[src/rtl/oisc8_ram_bridge_if.sv]
// Memory-controller side of the oisc8 RAM bridge: one request held until a
// single-cycle ack.
interface oisc8_ram_bridge_if #(
    parameter int AWIDTH = 24,
    parameter int DWIDTH = 16
);
    logic              mem_req;
    logic              mem_we;
    logic [AWIDTH-1:0] mem_addr;
    logic [DWIDTH-1:0] mem_wdata;
    logic [DWIDTH-1:0] mem_rdata;
    logic              mem_ack;

    modport master (
        output mem_req, mem_we, mem_addr, mem_wdata,
        input  mem_rdata, mem_ack
    );
    modport slave (
        input  mem_req, mem_we, mem_addr, mem_wdata,
        output mem_rdata, mem_ack
    );
endinterface

[src/rtl/oisc8_ram_bridge.sv]
// Turns oisc8 single-cycle RAM strobes into a req/ack memory handshake.
// Writes are posted through a FIFO; reads wait for that FIFO to drain.
module oisc8_ram_bridge #(
    parameter int AWIDTH = 24,
    parameter int DWIDTH = 16,
    parameter int WDEPTH = 4
) (
    input  logic               clk,
    input  logic               rst,
    input  logic [AWIDTH-1:0]  ram_addr,
    input  logic               ram_rd_en,
    input  logic               ram_wr_en,
    input  logic [DWIDTH-1:0]  ram_wr_data,
    output logic [DWIDTH-1:0]  ram_rd_data,
    output logic               ram_rd_valid,
    output logic               busy,
    output logic               drop_err,
    oisc8_ram_bridge_if.master mem
);
    localparam int PW = $clog2(WDEPTH) + 1;

    typedef struct packed {
        logic [AWIDTH-1:0] addr;
        logic [DWIDTH-1:0] data;
    } wr_entry_t;

    typedef enum logic [1:0] {IDLE, WRITE, READ} state_t;

    wr_entry_t         fifo_q [WDEPTH];
    wr_entry_t         head;
    logic [PW-1:0]     wr_ptr, rd_ptr, fifo_cnt;
    logic              fifo_empty, fifo_full;
    logic              push, pop, rd_acc, ack_fire, rd_done;
    logic              rd_pend, req_q;
    logic [AWIDTH-1:0] rd_addr;
    state_t            state, state_nx;

    // Pointers carry one extra wrap bit so full and empty are distinguishable.
    assign fifo_cnt   = wr_ptr - rd_ptr;
    assign fifo_empty = (wr_ptr == rd_ptr);
    assign fifo_full  = (wr_ptr[PW-1] != rd_ptr[PW-1]) &&
                        (wr_ptr[PW-2:0] == rd_ptr[PW-2:0]);
    assign head       = fifo_q[rd_ptr[PW-2:0]];

    assign busy     = rd_pend | fifo_full;
    assign push     = ram_wr_en & ~busy;
    assign rd_acc   = ram_rd_en & ~busy;
    assign ack_fire = req_q & mem.mem_ack;
    assign pop      = ack_fire && (state == WRITE);
    assign rd_done  = ack_fire && (state == READ);
    assign mem.mem_req = req_q;

    always_ff @(posedge clk or posedge rst) begin
        if (rst) state <= IDLE;
        else     state <= state_nx;
    end

    // Strobes accepted this cycle count, so an idle bridge requests on the next edge.
    always_comb begin
        state_nx = state;
        unique case (state)
            IDLE: begin
                if (!fifo_empty || push)    state_nx = WRITE;
                else if (rd_pend || rd_acc) state_nx = READ;
            end
            WRITE: begin
                if (pop) begin
                    if (fifo_cnt > PW'(1) || push) state_nx = WRITE;
                    else if (rd_pend || rd_acc)    state_nx = READ;
                    else                           state_nx = IDLE;
                end
            end
            READ:    if (rd_done) state_nx = IDLE;
            default: state_nx = IDLE;
        endcase
    end

    always_comb begin
        mem.mem_we    = 1'b0;
        mem.mem_addr  = '0;
        mem.mem_wdata = '0;
        case (state)
            WRITE: begin
                mem.mem_we    = 1'b1;
                mem.mem_addr  = head.addr;
                mem.mem_wdata = head.data;
            end
            READ:    mem.mem_addr = rd_addr;
            default: ;
        endcase
    end

    // req drops for one cycle after every ack so each transfer is a distinct request.
    always_ff @(posedge clk or posedge rst) begin
        if (rst) begin
            wr_ptr       <= '0;
            rd_ptr       <= '0;
            rd_pend      <= 1'b0;
            rd_addr      <= '0;
            req_q        <= 1'b0;
            ram_rd_data  <= '0;
            ram_rd_valid <= 1'b0;
            drop_err     <= 1'b0;
        end else begin
            if (push) wr_ptr <= wr_ptr + PW'(1);
            if (pop)  rd_ptr <= rd_ptr + PW'(1);
            if (rd_acc) begin
                rd_pend <= 1'b1;
                rd_addr <= ram_addr;
            end else if (rd_done) begin
                rd_pend <= 1'b0;
            end
            req_q        <= (state_nx != IDLE) && !ack_fire;
            ram_rd_valid <= rd_done;
            if (rd_done) ram_rd_data <= mem.mem_rdata;
            if ((ram_rd_en || ram_wr_en) && busy) drop_err <= 1'b1;
        end
    end

    always_ff @(posedge clk) begin
        if (push) fifo_q[wr_ptr[PW-2:0]] <= '{addr: ram_addr, data: ram_wr_data};
    end
endmodule

[src/flat_wrapper.sv]
// flat-port wrapper written by rule: the top's interface ports become plain ports
module oisc8_ram_bridge_flat 
#(
    parameter int AWIDTH = 24,
    parameter int DWIDTH = 16,
    parameter int WDEPTH = 4
)
  (clk, rst, ram_addr, ram_rd_en, ram_wr_en, ram_wr_data, ram_rd_data, ram_rd_valid, busy, drop_err, mem_mem_req, mem_mem_we, mem_mem_addr, mem_mem_wdata, mem_mem_rdata, mem_mem_ack);
  oisc8_ram_bridge_if #(.AWIDTH(AWIDTH), .DWIDTH(DWIDTH)) mem_i ();
  input  logic clk;
  input  logic rst;
  input  logic [AWIDTH-1:0] ram_addr;
  input  logic ram_rd_en;
  input  logic ram_wr_en;
  input  logic [DWIDTH-1:0] ram_wr_data;
  output logic [DWIDTH-1:0] ram_rd_data;
  output logic ram_rd_valid;
  output logic busy;
  output logic drop_err;
  output wire logic [$bits(mem_i.mem_req)-1:0] mem_mem_req;
  output wire logic [$bits(mem_i.mem_we)-1:0] mem_mem_we;
  output wire logic [$bits(mem_i.mem_addr)-1:0] mem_mem_addr;
  output wire logic [$bits(mem_i.mem_wdata)-1:0] mem_mem_wdata;
  input wire logic [$bits(mem_i.mem_rdata)-1:0] mem_mem_rdata;
  input wire logic [$bits(mem_i.mem_ack)-1:0] mem_mem_ack;
  assign mem_mem_req = mem_i.mem_req;
  assign mem_mem_we = mem_i.mem_we;
  assign mem_mem_addr = mem_i.mem_addr;
  assign mem_mem_wdata = mem_i.mem_wdata;
  assign mem_i.mem_rdata = mem_mem_rdata;
  assign mem_i.mem_ack = mem_mem_ack;
  oisc8_ram_bridge #(.AWIDTH(AWIDTH), .DWIDTH(DWIDTH), .WDEPTH(WDEPTH)) u_core (.clk(clk), .rst(rst), .ram_addr(ram_addr), .ram_rd_en(ram_rd_en), .ram_wr_en(ram_wr_en), .ram_wr_data(ram_wr_data), .ram_rd_data(ram_rd_data), .ram_rd_valid(ram_rd_valid), .busy(busy), .drop_err(drop_err), .mem(mem_i));
endmodule
[config.mk]
export PLATFORM = sky130hd
export DESIGN_NAME = oisc8_ram_bridge_flat
export DESIGN_NICKNAME = d
export VERILOG_FILES = /design/src/rtl/oisc8_ram_bridge_if.sv /design/src/rtl/oisc8_ram_bridge.sv /design/src/flat_wrapper.sv
export SDC_FILE = /design/constraint.sdc
export NUM_CORES = 1
export LEC_CHECK = 0
export ABC_CLOCK_PERIOD_IN_PS = 5010
export BUFFER_PORTS_ARGS = -buffer_cell sky130_fd_sc_hd__buf_2
export CAP_MARGIN = 20
export CORE_ASPECT_RATIO = 1.5
export CORE_MARGIN = 2
export CORE_UTILIZATION = 30
export DETAILED_ROUTE_END_ITERATION = 10
export GPL_TIMING_DRIVEN = 0
export PLACE_DENSITY = 0.47
export SLEW_MARGIN = 20
export SYNTH_ARGS = -nofsm -noshare
export SYNTH_HDL_FRONTEND = slang
export SYNTH_SLANG_ARGS = --single-unit
[constraint.sdc]
create_clock -name clk -period 5.01 [get_ports clk]
set_input_delay 1.002 -clock clk [delete_from_list [all_inputs] [get_ports clk]]
set_output_delay 1.002 -clock clk [all_outputs]
set_load 0.03 [all_outputs]
==> run summary <==
Status = completed
Avg Cell Area, Syn = 19.13 um2
Pwr per Cell Area = 563.1 nW/um2
Area Growth Syn to Fin = 20.93%
Post-route ant nets = 0
Synth Area in XOR/XNOR = 0.6186%
Clock Latency Late Sink = 0.50 ns
Share of layout cells above drive strength 1 = 41.65%
Max-Cap Viols = 0
Crit share post-route = 77.73%
Most frequent cells in the layout = edfxtp_1 (160), buf_2 (126), dfrtp_1 (52), mux2_2 (41), mux4_2 (40)
Clock Pin Slew Worst Setup and Hold Paths = 0.06 ns
Final hold viol count = 0
Synthesized Nets = 517
Cts bufs inserted = 21
Switching power = 1.977 mW
TritonCTS clock tree = done
Crit. End Element = primary output
Vias per Instance = 4.727
Worst slew pin tran = 0.7633 ns
Final Max Slew Viols = 0
Worst EP required = 4.01 ns
Die height = 210.1 um
Clk pwr share = 26.4%
Hpwl dp = 12090 um
Peak Freq = 0.2568 GHz
Full die area = 29700 um2
Setup Total Neg Slack = 0 ns
Area contributors post-synth = edfxtp_1 (57%), dfrtp_1 (15%), mux4_2 (11%)
Die X = 141.4 um
Cell area after synthesis = 8494 um2
Unrepaired setup endpoints after global routing = no
Final setup violation count = 0
Htree depth = 1
Async SR Flop Fraction = 24.53%
Final nets = 663
First-pass GRT wire length = 29080 um
Global route hottest layer = met2
Port-buffer cells = 121
Row count = 75
Met3 Track Usage GR = 2.522%
Cell-internal power = 3.807 mW
Main combinational cell family by area after synthesis = multiplexers
Largest net degree at the start of global routing = 43
Adder-Cell Fraction of Synth Area = 1.856%
Area of the multi-input gates = 2245 um2
Clk buf depth = 3
Post-Synth Simple-Gate Area = 4.183%
Drt first pass iters = 4
Crit-path cells = inv_1 > ha_1 > clkbuf_1 > clkbuf_1 > a22oi_1 > nor2b_1 > buf_2
Setup Skew = 0.009554 ns
Synth top area share = 56.56%
Multiplexer area fraction after synthesis = 16.04%
PostCTS Resize Cnt = 0
Filler cells = 2643
Initial antenna violation count = 2
Yosys top cell by area = edfxtp_1
Crit path DAT = 2.89 ns
Congestion Overflow GR = 0
Static Leakage = 3.871 nW
Post-DR wirelength/cell = 20.12 um
Number of global-route vias before repair = 4925
Min-delay worst type = input port to asynchronous set/reset pin
Total GRT Usage = 12.94%
Reg2reg path depth = 7
Post-layout min period = 3.894 ns
Sequential area share after synthesis = 71.88%
Max stage delay cell, worst path = clkbuf_1
Met2 global-route usage = 23.20%
Total number of vias = 4510
GPL Wtd Cong = 0.6902
Synth Warn # = 0
Cells after Synth = 444
Critical path class = flop to primary output
Compound-cell area share of the yosys netlist = 3.609%
Clk sinks = 212
CTS root buffer = clkbuf_16
Met1 Use GR = 15.71%
Initial core utilization = 30.38%
Sequential Power Share = 38.0%
Switching Fraction = 34.18%
Most common cell after layout, fill and taps aside = edfxtp_1
Crit path max fanout = 10
Seq cells post-synth = 212
Core ar. = 27960 um2
Initial DRC Count = 254
CP Launch Type = flop
Dpl cells = 913
Post-synth EDFFs = 160
Crit path top cell by count = clkbuf_1
Setup Fix Bufs, Post-CTS = 0
Register area = 6106 um2
Routed WL = 19190 um
Slew HR = 49.12%
Non-filler instance count after layout = 954
Ys flop type = edfxtp_1
Peak supply drop = 0.2379 mV
Distinct cells, synth = 36
DR DRC count = 0
Hold_buf cts = 0
Num ports = 122
Critical path's largest stage delay = 0.55 ns
Combinational power share = 35.6%
[per-layer routing]
| metal | wire (um) | up-vias |
|---|---|---|
| met4 | 369 | 2 |
| li1 | - | 2044 |
| met2 | 10090 | 135 |
| met3 | 1082 | 24 |
| met5 | 13 | - |
| met1 | 7631 | 2305 |
[worst max-delay path: cells and delay by family, from the launching register on]
family,cells,cell delay (ns)
buf+inv,4,1.39
flops,1,0.41
simple gates,1,0.25
fa+ha+maj,1,0.15
compound gates,1,0.19
[flip-flops by register name, summed over array words and instances, names as in the netlist, 2 cells and up]
register	flops
u_core.fifo_q	160
u_core.ram_rd_data	16
u_core.rd_addr	24
u_core.rd_ptr	3
u_core.wr_ptr	3
u_core.state	2
[cells in the mapped netlist, types with 2 or more instances]
library cell / number
edfxtp_1: 160
dfrtp_1: 52
mux2_2: 41
mux4_2: 40
nor2b_1: 25
a22oi_1: 24
and2_1: 20
clkbuf_1: 11
ha_1: 11
inv_1: 8
nand2_1: 6
buf_2: 5
a21oi_1: 4
buf_1: 4
o21ai_0: 3
xnor2_1: 3
xor2_1: 3
and3_1: 2
buf_4: 2
clkbuf_8: 2
nor2_1: 2
o41ai_1: 2
[metrics by stage]
stage / hold slack (ns) / util [%] / cell area [um2] / power, mW / setup WS, ns
final: 0.4295 / 36.73 / 10270 / 5.784 / 1.116
after global routing: 0.4257 / 36.72 / 10270 / 6.122 / 0.8493
after CTS: 0.4094 / 36.71 / 10260 / 5.889 / 1.067
after detailed placement: 0.4697 / 34.30 / 9593 / 4.343 / 1.621
after global placement: 0.4611 / 34.09 / 9533 / 4.301 / 0.3480
after floorplan: 0.4797 / - / 8494 / 3.720 / 1.933
[final timing paths]
| path | from | endpoint | slack, ns |
|---|---|---|---|
| worst max register to register | u_core.rd_ptr[1] | u_core.fifo_q[1][22] | 1.78 |
| min in group clk | u_core.drop_err | u_core.drop_err | 0.48 |
| worst max-delay path | u_core.state[0] | mem_mem_addr[18] | 1.12 |
| worst min register to register | u_core.drop_err | u_core.drop_err | 0.48 |
| worst min-delay path | rst | u_core.rd_addr[22] | 0.43 |
| max in group asynchronous | rst | u_core.ram_rd_data[4] | 4.10 |
[power groups by stage]
stage / combinational (mW) / clock, mW / sequential (mW)
after floorplan: 1.38 / 0 / 2.34
after global placement: 2.08 / 0 / 2.23
after detailed placement: 2.10 / 0 / 2.24
after CTS: 2.11 / 1.58 / 2.20
after global routing: 2.24 / 1.65 / 2.23
final: 2.06 / 1.53 / 2.20
[kinds of logic after synthesis]
| family | count (synthesis) |
|---|---|
| fa+ha+maj | 12 |
| flops | 212 |
| simple gates | 59 |
| xor+xnor | 6 |
| mux | 81 |
| compound gates | 42 |
| buf+inv | 32 |
[layout make-up]
| type | instances | share of cell area (%) |
|---|---|---|
| Inverter | 8 | 0.3167 |
| Clock inverter | 8 | 0.7065 |
| Tap cell | 346 | 4.214 |
| Clock buffer | 30 | 5.834 |
| Timing Repair Buffer | 123 | 6.358 |
| Buffer | 24 | 1.206 |
| Antenna cell | 3 | 0.07308 |
| Sequential cell | 212 | 59.44 |
| Multi-Input combinational cell | 200 | 21.85 |
(Power assumes the default switching activity.)
